<file path="config.mk">
export PLATFORM = sky130hd
export DESIGN_NAME = ram_stream_reader
export DESIGN_NICKNAME = d
export VERILOG_FILES = /design/src/rtl/ram_stream_reader.sv
export SDC_FILE = /design/constraint.sdc
export NUM_CORES = 1
export LEC_CHECK = 0
export CORE_AREA = 2 2 173 175
export DETAILED_ROUTE_END_ITERATION = 10
export DIE_AREA = 0 0 175 177
export PLACE_DENSITY = 0.66
export REMOVE_ABC_BUFFERS = 1
export SLEW_MARGIN = 20
export SYNTH_ARGS = -nofsm -noshare
export SYNTH_HDL_FRONTEND = slang
export SYNTH_SLANG_ARGS = --single-unit
</file>
<file path="constraint.sdc">
create_clock -name clk -period 2.6 [get_ports clk]
set_input_delay 0.78 -clock clk [delete_from_list [all_inputs] [get_ports clk]]
set_output_delay 0.78 -clock clk [all_outputs]
set_load 0.01 [all_outputs]
</file>
<file path="src/rtl/ram_stream_reader.sv">
// ram_stream_reader
//   Streaming read front-end for a 1-cycle registered-read RAM. On start it
//   walks len consecutive addresses from base (wrapping modulo 2^WIDTHAD),
//   buffers returned words in a 4-entry FIFO and presents them on a
//   valid/ready stream with m_last on the final word.
// Ports
//   clk, rst_n          clock, async active-low reset
//   start, base, len    launch a transfer (sampled in IDLE); len=0 -> 2^WIDTHAD
//   clear               synchronous abort, flushes everything in flight
//   rdaddress, q        RAM read port (address registered here, q one cycle later)
//   m_valid/m_ready     output stream handshake, m_data/m_last payload
//   busy, done          transfer in progress / one-cycle completion pulse
module ram_stream_reader #(
  parameter int WIDTH   = 64,
  parameter int WIDTHAD = 5
) (
  input  logic               clk,
  input  logic               rst_n,
  input  logic               start,
  input  logic               clear,
  input  logic [WIDTHAD-1:0] base,
  input  logic [WIDTHAD-1:0] len,
  output logic [WIDTHAD-1:0] rdaddress,
  input  logic [WIDTH-1:0]   q,
  output logic               m_valid,
  output logic [WIDTH-1:0]   m_data,
  output logic               m_last,
  input  logic               m_ready,
  output logic               busy,
  output logic               done
);

  typedef enum logic [1:0] {IDLE, RUN, DRAIN} state_e;

  typedef struct packed {
    logic [WIDTH-1:0] data;
    logic             last;
  } ent_t;

  localparam logic [WIDTHAD:0]   REM_ONE  = (WIDTHAD+1)'(1);
  localparam logic [WIDTHAD-1:0] ADDR_ONE = WIDTHAD'(1);

  state_e             state_q, state_d;
  logic [WIDTHAD-1:0] issue_addr_q, issue_addr_d;
  logic [WIDTHAD:0]   remain_q, remain_d;
  logic [WIDTHAD-1:0] rdaddress_q, rdaddress_d;
  // vld_pipe[0]: read issued last edge (RAM samples next edge);
  // vld_pipe[1]: q is valid now and gets pushed on this edge.
  logic [1:0]         vld_pipe_q, vld_pipe_d;
  logic [1:0]         last_pipe_q, last_pipe_d;
  ent_t               fifo_q [4];
  ent_t               fifo_d [4];
  logic [1:0]         wr_ptr_q, wr_ptr_d, rd_ptr_q, rd_ptr_d;
  logic [2:0]         count_q, count_d;
  logic               done_q, done_d;

  logic [2:0]         outstanding;
  logic               credit, push, pop, issue, issue_last;
  logic [WIDTHAD-1:0] issue_at;
  logic [WIDTHAD:0]   start_len;
  ent_t               head;

  assign head        = fifo_q[rd_ptr_q];
  assign outstanding = {2'b0, vld_pipe_q[0]} + {2'b0, vld_pipe_q[1]};
  // Reads still in flight are pre-charged against FIFO space so a push can
  // never find the FIFO full.
  assign credit      = (count_q + outstanding) < 3'd4;
  assign push        = vld_pipe_q[1];
  assign pop         = (count_q != 3'd0) && m_ready;
  // len=0 encodes the full address space: the zero-test supplies the MSB.
  assign start_len   = {(len == '0), len};

  always_comb begin
    state_d      = state_q;
    issue_addr_d = issue_addr_q;
    remain_d     = remain_q;
    rdaddress_d  = rdaddress_q;
    wr_ptr_d     = wr_ptr_q;
    rd_ptr_d     = rd_ptr_q;
    count_d      = count_q;
    fifo_d       = fifo_q;
    done_d       = 1'b0;
    issue        = 1'b0;
    issue_last   = 1'b0;
    issue_at     = issue_addr_q;

    case (state_q)
      IDLE: begin
        // The start edge itself issues the first read.
        if (start) begin
          issue        = 1'b1;
          issue_at     = base;
          issue_last   = (start_len == REM_ONE);
          issue_addr_d = base + ADDR_ONE;
          remain_d     = start_len - REM_ONE;
          state_d      = issue_last ? DRAIN : RUN;
        end
      end
      RUN: begin
        if (credit) begin
          issue        = 1'b1;
          issue_last   = (remain_q == REM_ONE);
          issue_addr_d = issue_addr_q + ADDR_ONE;
          remain_d     = remain_q - REM_ONE;
          if (issue_last) state_d = DRAIN;
        end
      end
      DRAIN: begin
        if (pop && head.last) begin
          state_d = IDLE;
          done_d  = 1'b1;
        end
      end
      default: state_d = IDLE;
    endcase

    if (issue) rdaddress_d = issue_at;
    vld_pipe_d  = {vld_pipe_q[0], issue};
    last_pipe_d = {last_pipe_q[0], issue_last};

    if (push) begin
      fifo_d[wr_ptr_q] = '{data: q, last: last_pipe_q[1]};
      wr_ptr_d         = wr_ptr_q + 2'd1;
    end
    if (pop) rd_ptr_d = rd_ptr_q + 2'd1;
    count_d = count_q + {2'b0, push} - {2'b0, pop};

    // Abort overrides everything above, including a same-cycle start.
    if (clear) begin
      state_d     = IDLE;
      rdaddress_d = rdaddress_q;
      vld_pipe_d  = '0;
      last_pipe_d = '0;
      wr_ptr_d    = '0;
      rd_ptr_d    = '0;
      count_d     = '0;
      done_d      = 1'b0;
    end
  end

  always_ff @(posedge clk or negedge rst_n) begin
    if (!rst_n) begin
      state_q      <= IDLE;
      issue_addr_q <= '0;
      remain_q     <= '0;
      rdaddress_q  <= '0;
      vld_pipe_q   <= '0;
      last_pipe_q  <= '0;
      wr_ptr_q     <= '0;
      rd_ptr_q     <= '0;
      count_q      <= '0;
      done_q       <= 1'b0;
      for (int i = 0; i < 4; i++) fifo_q[i] <= '0;
    end else begin
      state_q      <= state_d;
      issue_addr_q <= issue_addr_d;
      remain_q     <= remain_d;
      rdaddress_q  <= rdaddress_d;
      vld_pipe_q   <= vld_pipe_d;
      last_pipe_q  <= last_pipe_d;
      wr_ptr_q     <= wr_ptr_d;
      rd_ptr_q     <= rd_ptr_d;
      count_q      <= count_d;
      done_q       <= done_d;
      for (int i = 0; i < 4; i++) fifo_q[i] <= fifo_d[i];
    end
  end

  assign rdaddress = rdaddress_q;
  assign m_valid   = (count_q != 3'd0);
  assign m_data    = head.data;
  // Gated so a stale head entry after a flush never shows m_last.
  assign m_last    = m_valid && head.last;
  assign busy      = (state_q != IDLE);
  assign done      = done_q;

endmodule

</file>
# Word level (Yosys, flattened, before mapping)
# Index checks and enable logic that the tools add are counted.
# op_classes
reduce_logical,14
n_addsub,10
n_bitwise,3
mul,0
magnitude_cmp,4
n_eq_ne,10
n_mux,37
n_shift,0
n_div,0
# ops
cell,count
$bwmux 260,1
$mux 65,3
$bmux 65 s2,1
$demux 65 s2,1
$mux 2,12
$mux 5,4
$eq 6x1->1 const B,2
$mux 6,2
$ne 3x3->1 const B,4
$pmux 6 s2,1
$sub 6x1->6 const B,2
$add 5x1->5 const B,2
$pmux 5 s2,1
$reduce_bool 2->1,4
$mux 1,7
$ge 3x3->1 const B,2
$not 2->3,2
$pmux 2 s3,1
$logic_not 5->1,1
$add 2x1->2 const B,2
$logic_and 1x1->1,4
$ne 2x2->1 const B,2
$pmux 1 s2,2
$reduce_and 4->1,1
14 further kinds,14
# totals
out_inout_bits,73
in_bits,79
ram_bits,0
latchBits,0
reg_bits,290
wordCells,96
memories,0
romBits,0

# Longest topological paths before layout
# logic_depth
depth_word,8
depth_mapped,9
mapped_depth_nobuf,8

# Least setup slack after synthesis
# Ideal clock, no wire load.
# synth_path
path_kind,register -> output
start,register rd_ptr_q[0]
end,output port m_data[25]
stages_incl_launch_ff,5
arrival_time_ns,1.603
t_required_ns,1.820
setup_slack_ns,0.217
n_path_buf,3
path_cell_list,dfrtp_1 -> clkbuf_1 -> buf_2 -> buf_2 -> mux4_2
# synth_between
elab_chain_len,4
# synth_lines
element,line,rtl
"start, declared",53,"logic [1:0] wr_ptr_q, wr_ptr_d, rd_ptr_q, rd_ptr_d;"
"start signal, assigned",162,rd_ptr_q <= rd_ptr_d;
$not 2->3 (not written as such),63,assign head = fifo_q[rd_ptr_q];
$bmux 65 s2,63,
$mux 65 (not written as such) (2 in series),63,
"end, declared",26,"output logic [WIDTH-1:0] m_data,"
# Every way passes these cells. The select of a mux whose other input is x is not followed.

# Worst setup path in the final report
# layout_path
start,register rd_ptr_q[0]
end,output port m_data[26]
# The elaborated chain is that of the path after synthesis.

==> results.py <==
metrics = {
    "power": {
        "cellLeakagePower_uw": 0.006920,
        "power_frac_seq_pct": 38.6,
        "powerDensity_mw_per_mm2": 1050,
        "p_clk_share_pct": 25.5,
        "swShare_pct": 28.35,
        "internal_power_uw": 12340,
        "switching_power_uw": 4883,
        "combPwrFrac_pct": 35.8,
        "peakVddDrop_mv": 0.5889,
    },
    "die": {
        "die_w_um": 175,
        "ios": 152,
        "coreArea_mm2": 0.02924,
        "die_h_um": 177,
        "initial_utilization_pct": 44.36,
        "die_area_mm2": 0.03098,
        "rows": 63,
    },
    "placement": {
        "io_buffers": 151,
        "place_congestion": 0.7606,
        "dpl_cell_area_mm2": 0.01522,
        "dpl_worst_slack_ns": -0.01217,
        "dp_hpwl_mm": 17.50,
    },
    "sta": {
        "worst_slack_ns": -0.2269,
        "fin_crit_ns": 2.827,
        "setup_viol": 65,
        "grt_setup_unrepaired": "yes",
        "tightest_slew_ns": 0.5689,
        "finalHoldViolations": 0,
        "finClkSkew_ns": 0.01270,
        "fin_hold_ws_ns": 0.1580,
        "slew_violations": 0,
        "finalSetupTns_ns": -8.884,
        "slew_headroom_pct": 62.07,
        "fmax_mhz": 353.7,
        "fin_crit_sh_pct": 108.7,
    },
    "layout": {
        "nets": 1112,
        "drive_above_1_share_pct": 48.61,
        "finalInstanceArea_mm2": 0.01641,
        "n_fill_cell": 2389,
        "diodes": 0,
        "area_delta_synth_final_pct": 26.49,
    },
    "yosys": {
        "synth_area_leader_cell": "dfrtp_1",
        "syn_area_mm2": 0.01297,
        "ys_seq_area_share_pct": 55.94,
        "yosysUniqueCellTypes": 44,
        "synth_edf_count": 0,
        "ys_async_sr_fraction_pct": 100.0,
        "synth-main-ff-cell": "dfrtp_1",
        "yosysMostFrequentCell": "dfrtp_1",
        "synth_common_cells": "dfrtp_1 (290), mux2_2 (261), mux4_2 (65)",
        "syn_inst": 839,
        "synth.area.top_cells": "dfrtp_1 (56%), mux2_2 (23%), mux4_2 (11%), ha_1 (1.2%), buf_2 (1.1%)",
        "synth.avg_cell_area_um2": 15.46,
        "synth_top_area_share_pct": 55.94,
        "yosys_warnings": 0,
        "synth-seq-cells": 290,
    },
    "route": {
        "viasPerCell": 5.316,
        "vias": 7618,
        "wl_per_cell_um": 19.32,
        "antenna_left": 0,
        "drt_pre_antenna_iters": 6,
        "totalWireLength_mm": 27.69,
        "drtIter0Drc": 385,
        "drc_errors": 0,
    },
    "cts": {
        "insertion_delay_ns": 0.55,
        "h-tree-depth": 1,
        "ctsHoldBuffers": 0,
        "cts.clk_slew.worst_paths_ns": 0.06,
        "cts_tree": "yes",
        "cts_max_path_buffers": 3,
        "cts_buffers": 31,
        "cts_root_buf": "clkbuf_16",
        "numClockSinks": 290,
    },
    "min_path": {
        "hold_class": "in -> async",
    },
    "outcome": {
        "outcome": "finished with violations",
        "violations": "setup timing",
    },
    "global_routing": {
        "grt_max_degree": 66,
        "grt_pass1_vias": 8186,
        "antenna_found_initial": 1,
        "track_usage_pct": 18.27,
        "grt_overflow": 0,
        "grt_first_pass_wirelength_mm": 44.91,
    },
    "worst_setup_path": {
        "critPathLaunchType": "flop",
        "crit_arrival_ns": 2.05,
        "slowest_stage": "dfrtp_4",
        "cp_max_fo": 7,
        "cp-end-kind": "primary output",
        "critPathBufInv": 4,
        "crit_required_ns": 1.82,
        "critical_path_class": "reg -> out",
        "worst_path_largest_cell_delay_ns": 0.53,
        "path_cells": "buf_12, buf_16, buf_12, mux4_2, buf_6",
        "crit_family": "buffers and inverters",
        "crit_top_cell": "buf_12",
    },
    "job": {
        "drv_cap": 0,
    },
}
## layer usage
layer	up-vias	GRT usage, %	share of wire, %
met5	-	0	0.047
met4	2	4.236	1.8
met3	35	2.857	4.2
met2	146	30.67	49
met1	3977	25.24	45
li1	3458	-	-
## worst paths after layout
kind / slack (ns) / depth (start not counted) / start / endpoint
max in group asynchronous: 1.72 / 2 / rst_n / fifo_q[64]
hold / removal: 0.16 / 1 / rst_n / fifo_q[215]
min in group clk: 0.49 / 1 / last_pipe_q[0] / last_pipe_q[1]
hold reg to reg: 0.49 / 1 / last_pipe_q[0] / last_pipe_q[1]
setup / recovery: -0.23 / 5 / rd_ptr_q[0] / m_data[26]
setup reg to reg: 0.61 / 6 / state_q[1] / issue_addr_q[4]
## layout by cell type, fill, tap and decap left out, drive strengths merged, types with 4 or more instances in the layout
cell / n
a21oi: 7
nand2: 37
nor2: 29
xor2: 5
a31oi: 5
xnor2: 4
and3: 5
mux4: 65
ha: 12
o21ai: 10
clkbuf: 50
nand3: 4
dfrtp: 290
inv: 11
buf: 111
clkinv: 6
nor3: 6
mux2: 261
clkdlybuf4s50: 84
nor2b: 5
## metrics by stage
| stage | instances | utilization [%] | total power, µW |
|---|---|---|---|
| floorplan | 789 | - | 9989 |
| global placement | 1364 | 52.04 | 12640 |
| detailed placement | 1364 | 52.04 | 12800 |
| CTS | 1435 | 56.05 | 17350 |
| global route | 1433 | 56.11 | 18200 |
| finish | 1433 | 56.11 | 17230 |
## power groups by stage
stage,clock [µW],combinational [µW],sequential (µW)
global placement,0,5970,6670
CTS,4510,6180,6660
floorplan,0,3310,6680
global route,4730,6630,6840
finish,4400,6170,6660
detailed placement,0,6080,6720
## what timing repair did
item	4_1_cts	5_1_grt
gates cloned	5	2
resized for setup	301	22
pin swaps	1	1
endpoints found under the setup margin	66	67
setup buffers	10	2
## layout make-up
type	count	area [µm²]	area share (%)
clock inverter	8	71.32	0.4347
multi-input combinational	488	5477	33.38
inverter	11	41.29	0.2516
clock buffer	48	969.7	5.910
tap	390	488.0	2.974
timing repair buffer	198	2097	12.78
sequential	290	7264	44.27
## kinds of logic (layout without fill, tap and decap cells)
| kind of cell | count (synthesis) | in the layout | share of synthesized area, % |
|---|---|---|---|
| mux | 329 | 329 | 34.17 |
| flops | 290 | 290 | 55.94 |
| simple gates | 98 | 98 | 3.530 |
| buf+inv | 61 | 265 | 2.132 |
| compound gates | 39 | 39 | 2.305 |
| fa+ha+maj | 13 | 13 | 1.312 |
| xor+xnor | 9 | 9 | 0.6076 |
## state kept, by name, summed over array words and instances, names as in the netlist, 3 cells and up
signal	count
fifo_q	260
remain_q	6
rdaddress	5
count_q	3
issue_addr_q	5
Power figures use the tool's default switching activity.
